$ cat config.mk
export PLATFORM = sky130hd
export DESIGN_NAME = activation_pipeline
export DESIGN_NICKNAME = d
export VERILOG_FILES = /design/src/rtl/activation_pipeline.sv
export SDC_FILE = /design/constraint.sdc
export NUM_CORES = 1
export LEC_CHECK = 0
export ABC_CLOCK_PERIOD_IN_PS = 6500
export BUFFER_PORTS_ARGS = -buffer_cell sky130_fd_sc_hd__buf_2
export CAP_MARGIN = 40
export CORE_UTILIZATION = 30
export DETAILED_ROUTE_END_ITERATION = 12
export PLACE_DENSITY = 0.43
export SLEW_MARGIN = 15
export SYNTH_ARGS = -nofsm -noshare
export SYNTH_HDL_FRONTEND = slang
export SYNTH_SLANG_ARGS = --single-unit
$ cat constraint.sdc
create_clock -name clk -period 6.5 [get_ports clk]
set_clock_uncertainty 0.1 [all_clocks]
set_input_delay 0.975 -clock clk [delete_from_list [all_inputs] [get_ports clk]]
set_output_delay 0.975 -clock clk [all_outputs]
set_load 0.02 [all_outputs]
$ cat src/rtl/activation_pipeline.sv
// Multi-lane activation stage: two registered stages with valid/ready on both
// sides, shadowed runtime configuration and a saturating zeroed-lane counter.
module activation_pipeline #(
  parameter int unsigned DATA_W = 8,
  parameter int unsigned LANES  = 4,
  parameter int unsigned CNT_W  = 16
) (
  input  logic                      clk,
  input  logic                      rst_n,
  input  logic                      cfg_we,
  input  logic [1:0]                cfg_mode,
  input  logic [DATA_W-1:0]         cfg_thr,
  input  logic [DATA_W-1:0]         cfg_cap,
  input  logic [$clog2(DATA_W)-1:0] cfg_shift,
  output logic                      cfg_pending,
  input  logic                      in_valid,
  output logic                      in_ready,
  input  logic [LANES*DATA_W-1:0]   in_data,
  output logic                      out_valid,
  input  logic                      out_ready,
  output logic [LANES*DATA_W-1:0]   out_data,
  output logic                      busy,
  input  logic                      cnt_clr,
  output logic [CNT_W-1:0]          zero_cnt
);

  localparam int unsigned SH_W  = $clog2(DATA_W);
  localparam int unsigned BUS_W = LANES * DATA_W;
  localparam int unsigned PC_W  = $clog2(LANES + 1);
  localparam int unsigned SUM_W = CNT_W + PC_W;

  localparam logic [DATA_W-1:0] THR_RST   = DATA_W'(10);
  localparam logic [DATA_W-1:0] CAP_RST   = '1;
  localparam logic [SH_W-1:0]   SHIFT_RST = SH_W'(1);
  localparam logic [CNT_W-1:0]  CNT_MAX   = '1;

  typedef enum logic [1:0] {
    MODE_PASS   = 2'd0,
    MODE_THRESH = 2'd1,
    MODE_CLAMP  = 2'd2,
    MODE_LEAKY  = 2'd3
  } mode_e;

  // Active and shadow configuration
  mode_e             act_mode, sh_mode;
  logic [DATA_W-1:0] act_thr, sh_thr;
  logic [DATA_W-1:0] act_cap, sh_cap;
  logic [SH_W-1:0]   act_shift, sh_shift;

  // Stage 1 state
  logic              s1_valid;
  logic [BUS_W-1:0]  s1_data;
  logic [LANES-1:0]  s1_lt;
  logic [LANES-1:0]  s1_gt;
  mode_e             s1_mode;

  // Stage 2 state (out_data is the stage-2 result register)
  logic              s2_valid;
  logic [LANES-1:0]  s2_zero;

  logic              s2_adv_c;
  logic              s1_adv_c;
  logic              accept_c;
  logic              apply_c;
  logic              out_hs_c;
  logic [LANES-1:0]  lt_c;
  logic [LANES-1:0]  gt_c;
  logic [BUS_W-1:0]  res_c;
  logic [LANES-1:0]  zero_c;
  logic [PC_W-1:0]   zcount_c;
  logic [SUM_W-1:0]  cnt_sum_c;

  // Handshake control; in_ready follows out_ready combinationally
  assign busy      = s1_valid || s2_valid;
  assign out_valid = s2_valid;
  assign s2_adv_c  = !s2_valid || out_ready;
  assign s1_adv_c  = s1_valid && s2_adv_c;
  assign in_ready  = !cfg_pending && (!s1_valid || s1_adv_c);
  assign accept_c  = in_valid && in_ready;
  assign apply_c   = cfg_pending && !busy;
  assign out_hs_c  = s2_valid && out_ready;

  // Shadow captures every write; active only updates once the pipe is empty
  always_ff @(posedge clk or negedge rst_n) begin
    if (!rst_n) begin
      act_mode    <= MODE_THRESH;
      act_thr     <= THR_RST;
      act_cap     <= CAP_RST;
      act_shift   <= SHIFT_RST;
      sh_mode     <= MODE_THRESH;
      sh_thr      <= THR_RST;
      sh_cap      <= CAP_RST;
      sh_shift    <= SHIFT_RST;
      cfg_pending <= 1'b0;
    end else begin
      if (apply_c) begin
        act_mode  <= sh_mode;
        act_thr   <= sh_thr;
        act_cap   <= sh_cap;
        act_shift <= sh_shift;
      end
      if (cfg_we) begin
        sh_mode     <= mode_e'(cfg_mode);
        sh_thr      <= cfg_thr;
        sh_cap      <= cfg_cap;
        sh_shift    <= cfg_shift;
        cfg_pending <= 1'b1;
      end else if (apply_c) begin
        cfg_pending <= 1'b0;
      end
    end
  end

  // Per-lane compare flags against the active config
  always_comb begin
    lt_c = '0;
    gt_c = '0;
    for (int i = 0; i < LANES; i++) begin
      lt_c[i] = in_data[i*DATA_W +: DATA_W] < act_thr;
      gt_c[i] = in_data[i*DATA_W +: DATA_W] > act_cap;
    end
  end

  always_ff @(posedge clk or negedge rst_n) begin
    if (!rst_n) begin
      s1_valid <= 1'b0;
      s1_data  <= '0;
      s1_lt    <= '0;
      s1_gt    <= '0;
      s1_mode  <= MODE_THRESH;
    end else if (!s1_valid || s1_adv_c) begin
      s1_valid <= accept_c;
      if (accept_c) begin
        s1_data <= in_data;
        s1_lt   <= lt_c;
        s1_gt   <= gt_c;
        s1_mode <= act_mode;
      end
    end
  end

  // Activation function; cap/shift cannot change while a beat is in flight
  always_comb begin
    res_c  = '0;
    zero_c = '0;
    for (int i = 0; i < LANES; i++) begin
      case (s1_mode)
        MODE_PASS:   res_c[i*DATA_W +: DATA_W] = s1_data[i*DATA_W +: DATA_W];
        MODE_THRESH: res_c[i*DATA_W +: DATA_W] = s1_lt[i] ? '0 : s1_data[i*DATA_W +: DATA_W];
        MODE_CLAMP:  res_c[i*DATA_W +: DATA_W] = s1_lt[i] ? '0 :
                                                 s1_gt[i] ? act_cap : s1_data[i*DATA_W +: DATA_W];
        MODE_LEAKY:  res_c[i*DATA_W +: DATA_W] = s1_lt[i] ? (s1_data[i*DATA_W +: DATA_W] >> act_shift)
                                                          : s1_data[i*DATA_W +: DATA_W];
        default:     res_c[i*DATA_W +: DATA_W] = s1_data[i*DATA_W +: DATA_W];
      endcase
      zero_c[i] = s1_lt[i] && ((s1_mode == MODE_THRESH) || (s1_mode == MODE_CLAMP));
    end
  end

  always_ff @(posedge clk or negedge rst_n) begin
    if (!rst_n) begin
      s2_valid <= 1'b0;
      out_data <= '0;
      s2_zero  <= '0;
    end else if (s2_adv_c) begin
      s2_valid <= s1_valid;
      if (s1_valid) begin
        out_data <= res_c;
        s2_zero  <= zero_c;
      end
    end
  end

  // Popcount of zeroed lanes and widened sum for saturation
  always_comb begin
    zcount_c = '0;
    for (int i = 0; i < LANES; i++) begin
      zcount_c = zcount_c + PC_W'(s2_zero[i]);
    end
    cnt_sum_c = SUM_W'(zero_cnt) + SUM_W'(zcount_c);
  end

  always_ff @(posedge clk or negedge rst_n) begin
    if (!rst_n) begin
      zero_cnt <= '0;
    end else if (cnt_clr) begin
      zero_cnt <= '0;
    end else if (out_hs_c) begin
      zero_cnt <= (cnt_sum_c > SUM_W'(CNT_MAX)) ? CNT_MAX : cnt_sum_c[CNT_W-1:0];
    end
  end

endmodule

======== After elaboration in Yosys (flattened, before gate mapping) ========
Cells that the tools add are included.
storage, ports and cells
  register bits after elaboration ......... 139
  input bits .............................. 59
  output and inout port bits .............. 52
  word-level logic and storage cells ...... 85
operators by class
  add/subtract/negate cells ............... 4
  $lt $le $gt $ge ......................... 9
  equal/unequal tests ..................... 3
  shift operators ......................... 4
  muxes and demuxes ....................... 25
  reduce and logical (&&, ||, !) cells .... 22
operators with widths
  cell                                                   number
  two-way mux 8 bit                                      16
  one-hot mux 8 bit (4 select lines)                     4
  two-way mux 16 bit                                     3
  > comparator 8 bit                                     4
  less-than comparator 8 bit                             4
  right shift 8 x 3 -> 8 bit                             4
  adder 16 x 3 -> 17 bit                                 1
  > comparator 17 x 16 -> 1 bit (second input constant)  1
  logical AND 1 bit                                      9
  == test 2 bit (second input constant)                  2
  logical NOT 1 bit                                      4
  logical OR 1 bit                                       4
  AND reduction 2 bit                                    2
  nonzero test 2 bit                                     2
  adder 2 x 1 -> 3 bit                                   1
  adder 3 x 1 -> 3 bit                                   1
  adder 1 x 1 -> 2 bit                                   1
  == test 2 x 1 -> 1 bit (second input constant)         1
  logical NOT 2 bit                                      1
  two-way mux 1 bit                                      2

======== Longest topological paths before layout ========
  depth in word-level cells ............... 8
  mapped depth ............................ 11
  mapped depth without buffers ............ 10

======== Worst setup path after synthesis ========
Ideal clock, no wire load.
  kind .................................... register -> register
  start point ............................. register zero_cnt[0]
  end point ............................... register zero_cnt[9]
  library setup time ...................... 0.099 ns
  data arrival time ....................... 2.551 ns
  data required time ...................... 6.301 ns
  setup slack ............................. 3.750 ns
  cell stages (with the launch flop) ...... 12
  buffers on the path ..................... 1
  clock period less this slack ............ 2.750 ns
  cell sequence ........................... dfrtp_1 -> fa_1 -> inv_1 -> fa_1 -> inv_1 -> fa_1 -> and4_1 -> nand4_1 -> buf_2 -> o21ai_0 -> a21oi_1 -> a311oi_1
on the way
  longest elaborated chain between the ends .. 5
ends and longest elaborated chain
  element                        line  RTL
  from (decl)                    24    output logic [CNT_W-1:0] zero_cnt
  from (signal assigned)         189   zero_cnt <= (cnt_sum_c > SUM_W'(CNT_MAX)) ? CNT_MAX : cnt_sum_c[CNT_W-1:0];
  adder 16 x 3 -> 17 bit (*)     180   cnt_sum_c = SUM_W'(zero_cnt) + SUM_W'(zcount_c);
  > comparator 17 x 16 -> 1 bit  189
  two-way mux 16 bit (*)         189
  two-way mux 16 bit (*)         188   end else if (out_hs_c) begin
  two-way mux 16 bit (*)         186   end else if (cnt_clr) begin
Every way passes the cells marked *; elsewhere a longest branch is shown, timed or not. The select of a mux whose other input is x is not followed.
A chain may end at the register's enable or synchronous reset.

======== Final worst setup path ========
Ends and elaborated chain as after synthesis.

==> reports/metrics.csv <==
stage;metric;value;unit
detailed_routing;routed wl met3;1280;um
detailed_routing;Via density;5.17;
sta;min cycle time layout;3.10;ns
logic_synthesis;synthesized netlist net count;1054;
pwr;Cell Int Power;2.50;mW
global_route;Overflow after GRT;0;
global_route;All-Layer GR Usage;0.196;
sta;relative slew slack;0.419;
global_route;first-pass GRT wire length;43200;um
sta;WHS;0.220;ns
sta;RSZ-0062 raised after global routing;no;
sta;Setup TNS;0;ns
clocking;hold-fix buffer count after cts;0;
logic_synthesis;number of synthesized flops with an enable pin;0;
clocking;Setup Fix Bufs, Post-CTS;0;
worst_setup_path;critical path startpoint category;flop;
clocking;H-tree levels;4;
logic_synthesis;area leader, netlist;dfrtp_1;
pwr;Sequential Power Share;0.346;
logic_synthesis;Seq/Total Area, Yosys;0.406;
floorplan;row count;61;
pwr;Leak;4.63;nW
logic_synthesis;post-synth top area share;0.330;
detailed_routing;met1 wire length;14300;um
sta;Setup-failing EPs final;0;
finish;Final #Nets;1142;
worst_setup_path;arrival time worst endpoint;3.34;ns
finish;finished layout cell area;10200;sq um
detailed_routing;DRT Pass-1 Iters;4;
hold_path;worst min-delay path category;input pin to asynchronous set/reset pin;
sta;Max Fclk;0.323;GHz
detailed_routing;DR WL/cell;19.8;um
floorplan;die area;29500;sq um
logic_synthesis;Mapped Area;8650;sq um
worst_setup_path;FF-to-FF Start;zero_cnt[0];
detailed_routing;DRC;0;
sta;Worst Tran Pin Value;0.871;ns
sta;Final Max Tran Viols;0;
detailed_routing;drt initial violations;435;
logic_synthesis;most instantiated cells after synthesis;179 x nand2_1, 114 x dfrtp_1, 65 x ha_1;
placement;dpl hpwl;19900;um
worst_setup_path;worst reg-to-reg path cell count;10;
worst_setup_path;worst reg2reg setup slack;3.40;ns
finish;ratio of cells with drive above 1 in the final layout;0.222;
clocking;TritonCTS Buffers;17;
pwr;P per Cell Area;432;nW/um^2
floorplan;Die Width;172;um
detailed_routing;DR WL met2;12000;um
finish;n_diodes;0;
floorplan;I/O pin cnt;111;
pwr;Switching Fraction;0.431;
clocking;CTS root buf;clkbuf_16;
detailed_routing;Detailed Route WL;27800;um
global_route;initial antenna violation count;0;
logic_synthesis;asr flop ratio synth;1.00;
clocking;Bufs on Longest Clock Path;2;
global_route;largest net degree at the start of global routing;84;
logic_synthesis;Yosys reg bits;139;
logic_synthesis;Synth cell types;61;
worst_setup_path;critical path required time;6.74;ns
clocking;Worst-path clk slew;0.07;ns
clocking;Clk Latency, worst-skew pair;0.44;ns
logic_synthesis;count leader, synth;nand2_1;
worst_setup_path;Worst setup EP type;flop;
sta;final period utilization;0.476;
run;maxcap violations;0;
pwr;VDD IR max;185;uV
floorplan;starting density of the core;0.308;
logic_synthesis;Avg Cell Area, Syn;9.33;sq um
clocking;CTS tree;yes;
run_status;outcome;complete, no violations;
logic_synthesis;synth warn;0;
worst_setup_path;end of the worst register-to-register path;zero_cnt[9];
clocking;# resized after CTS;0;
floorplan;die height;172;um
floorplan;Core ar.;28100;sq um
pwr;Psw;1.89;mW
detailed_routing;antenna-violating nets left;0;
placement;GP Congestion;0.846;
sta;Final Hold Fails;0;
worst_setup_path;WS Path Type;flop to flop;
logic_synthesis;Most used DFF post-synth;dfrtp_1;
placement;placed cell areas;9510;sq um
detailed_routing;top layer in use;met4;
clocking;clock sink count;139;
logic_synthesis;top cells by area, synth;dfrtp_1 33%, ha_1 9.4%, nand2_1 7.8%;
global_route;vias in the first global route;6988;
placement;PortBufs;110;
detailed_routing;Vias;7274;
pwr;Clk network pwr share;0.237;
worst_setup_path;CP max FO;11;
pwr;Comb pwr share;0.417;
logic_synthesis;Gate Count Post-Synth;927;
finish;Area growth, synth to finish;17.4;%
==> metal layers <==
metal  GRT usage  vias to the layer above
met5           0                        -
met4      0.0446                        0
met3      0.0336                       13
met2       0.286                      197
met1       0.298                     3515
li1            -                     3549
==> cell families after synthesis <==
logic type | share of synthesized area
adders and majority gates | 0.101
buffers and inverters | 0.0406
and+or+nand+nor | 0.171
DFF | 0.406
AOI/OAI and AO/OA | 0.174
muxes | 0.108
==> stage by stage <==
| stage | util | setup slack (ns) | power, mW | std cells |
|---|---|---|---|---|
| after floorplan | - | 3.75 | 2.71 | 927 |
| after global placement | 0.339 | 3.42 | 3.36 | 1373 |
| after detailed placement | 0.339 | 3.38 | 3.36 | 1373 |
| after CTS | 0.361 | 3.36 | 4.42 | 1405 |
| after global routing | 0.362 | 3.09 | 4.71 | 1406 |
| final | 0.362 | 3.40 | 4.39 | 1406 |
==> state kept, by name (all words and copies together), names as in the netlist, 4 cells and up <==
name and flops:
s1_data 32, s2_zero 4, sh_cap 8, out_data 32
act_thr 8, act_cap 8, s1_lt 4, s1_gt 4
sh_thr 8, zero_cnt 16
==> area by class of cell <==
class	count	area, sq um
clock buffers	21	493
clock inverters	11	129
fillers	2951	17900
inverters	26	97.6
multi-input cells	709	4790
flip-flops and latches	139	3510
well taps	378	473
repair buffers	122	667
==> worst max path at each step <==
stage                startpoint           to  slack, ns  depth (start not counted)
floorplan           zero_cnt[0]  zero_cnt[9]       3.75                         11
global placement    zero_cnt[0]  zero_cnt[9]       3.42                         10
detailed placement  zero_cnt[0]  zero_cnt[5]       3.38                         10
CTS                 zero_cnt[0]  zero_cnt[9]       3.36                         10
global route        zero_cnt[0]  zero_cnt[9]       3.09                         10
finish              zero_cnt[0]  zero_cnt[9]       3.40                         10
==> worst max-delay path, stage by stage, from the launching register on <==
cell and delay [ns]:
dfrtp_1 0.42, fa_1 0.54, inv_1 0.05, fa_1 0.37
inv_1 0.08, fa_1 0.21, and4_1 0.26, nand4_1 0.41
nand2_1 0.19, nor2_1 0.08, a311oi_1 0.28
==> cells in the final DEF, fill, tap and decap left out, drive strengths merged, types with 10 or more instances in the layout <==
cell / count
nand2: 179
a21oi: 52
ha: 65
dfstp: 25
mux2: 49
nand3: 14
mux2i: 28
buf: 122
nor2: 46
a211oi: 12
dfrtp: 114
clkbuf: 21
nor2b: 11
inv: 30
nand2b: 15
nand4: 10
a22oi: 11
o21ai: 72
==> power by group through the flow <==
stage          combinational, mW  clock (mW)  sequential (mW)
6_report                    1.83        1.04             1.52
5_1_grt                     2.05        1.10             1.56
4_1_cts                     1.84        1.07             1.52
3_5_place_dp                1.83           0             1.53
3_3_place_gp                1.83           0             1.53
2_1_floorplan               1.25           0             1.45
Note: power is estimated with default switching activity, not from simulation.
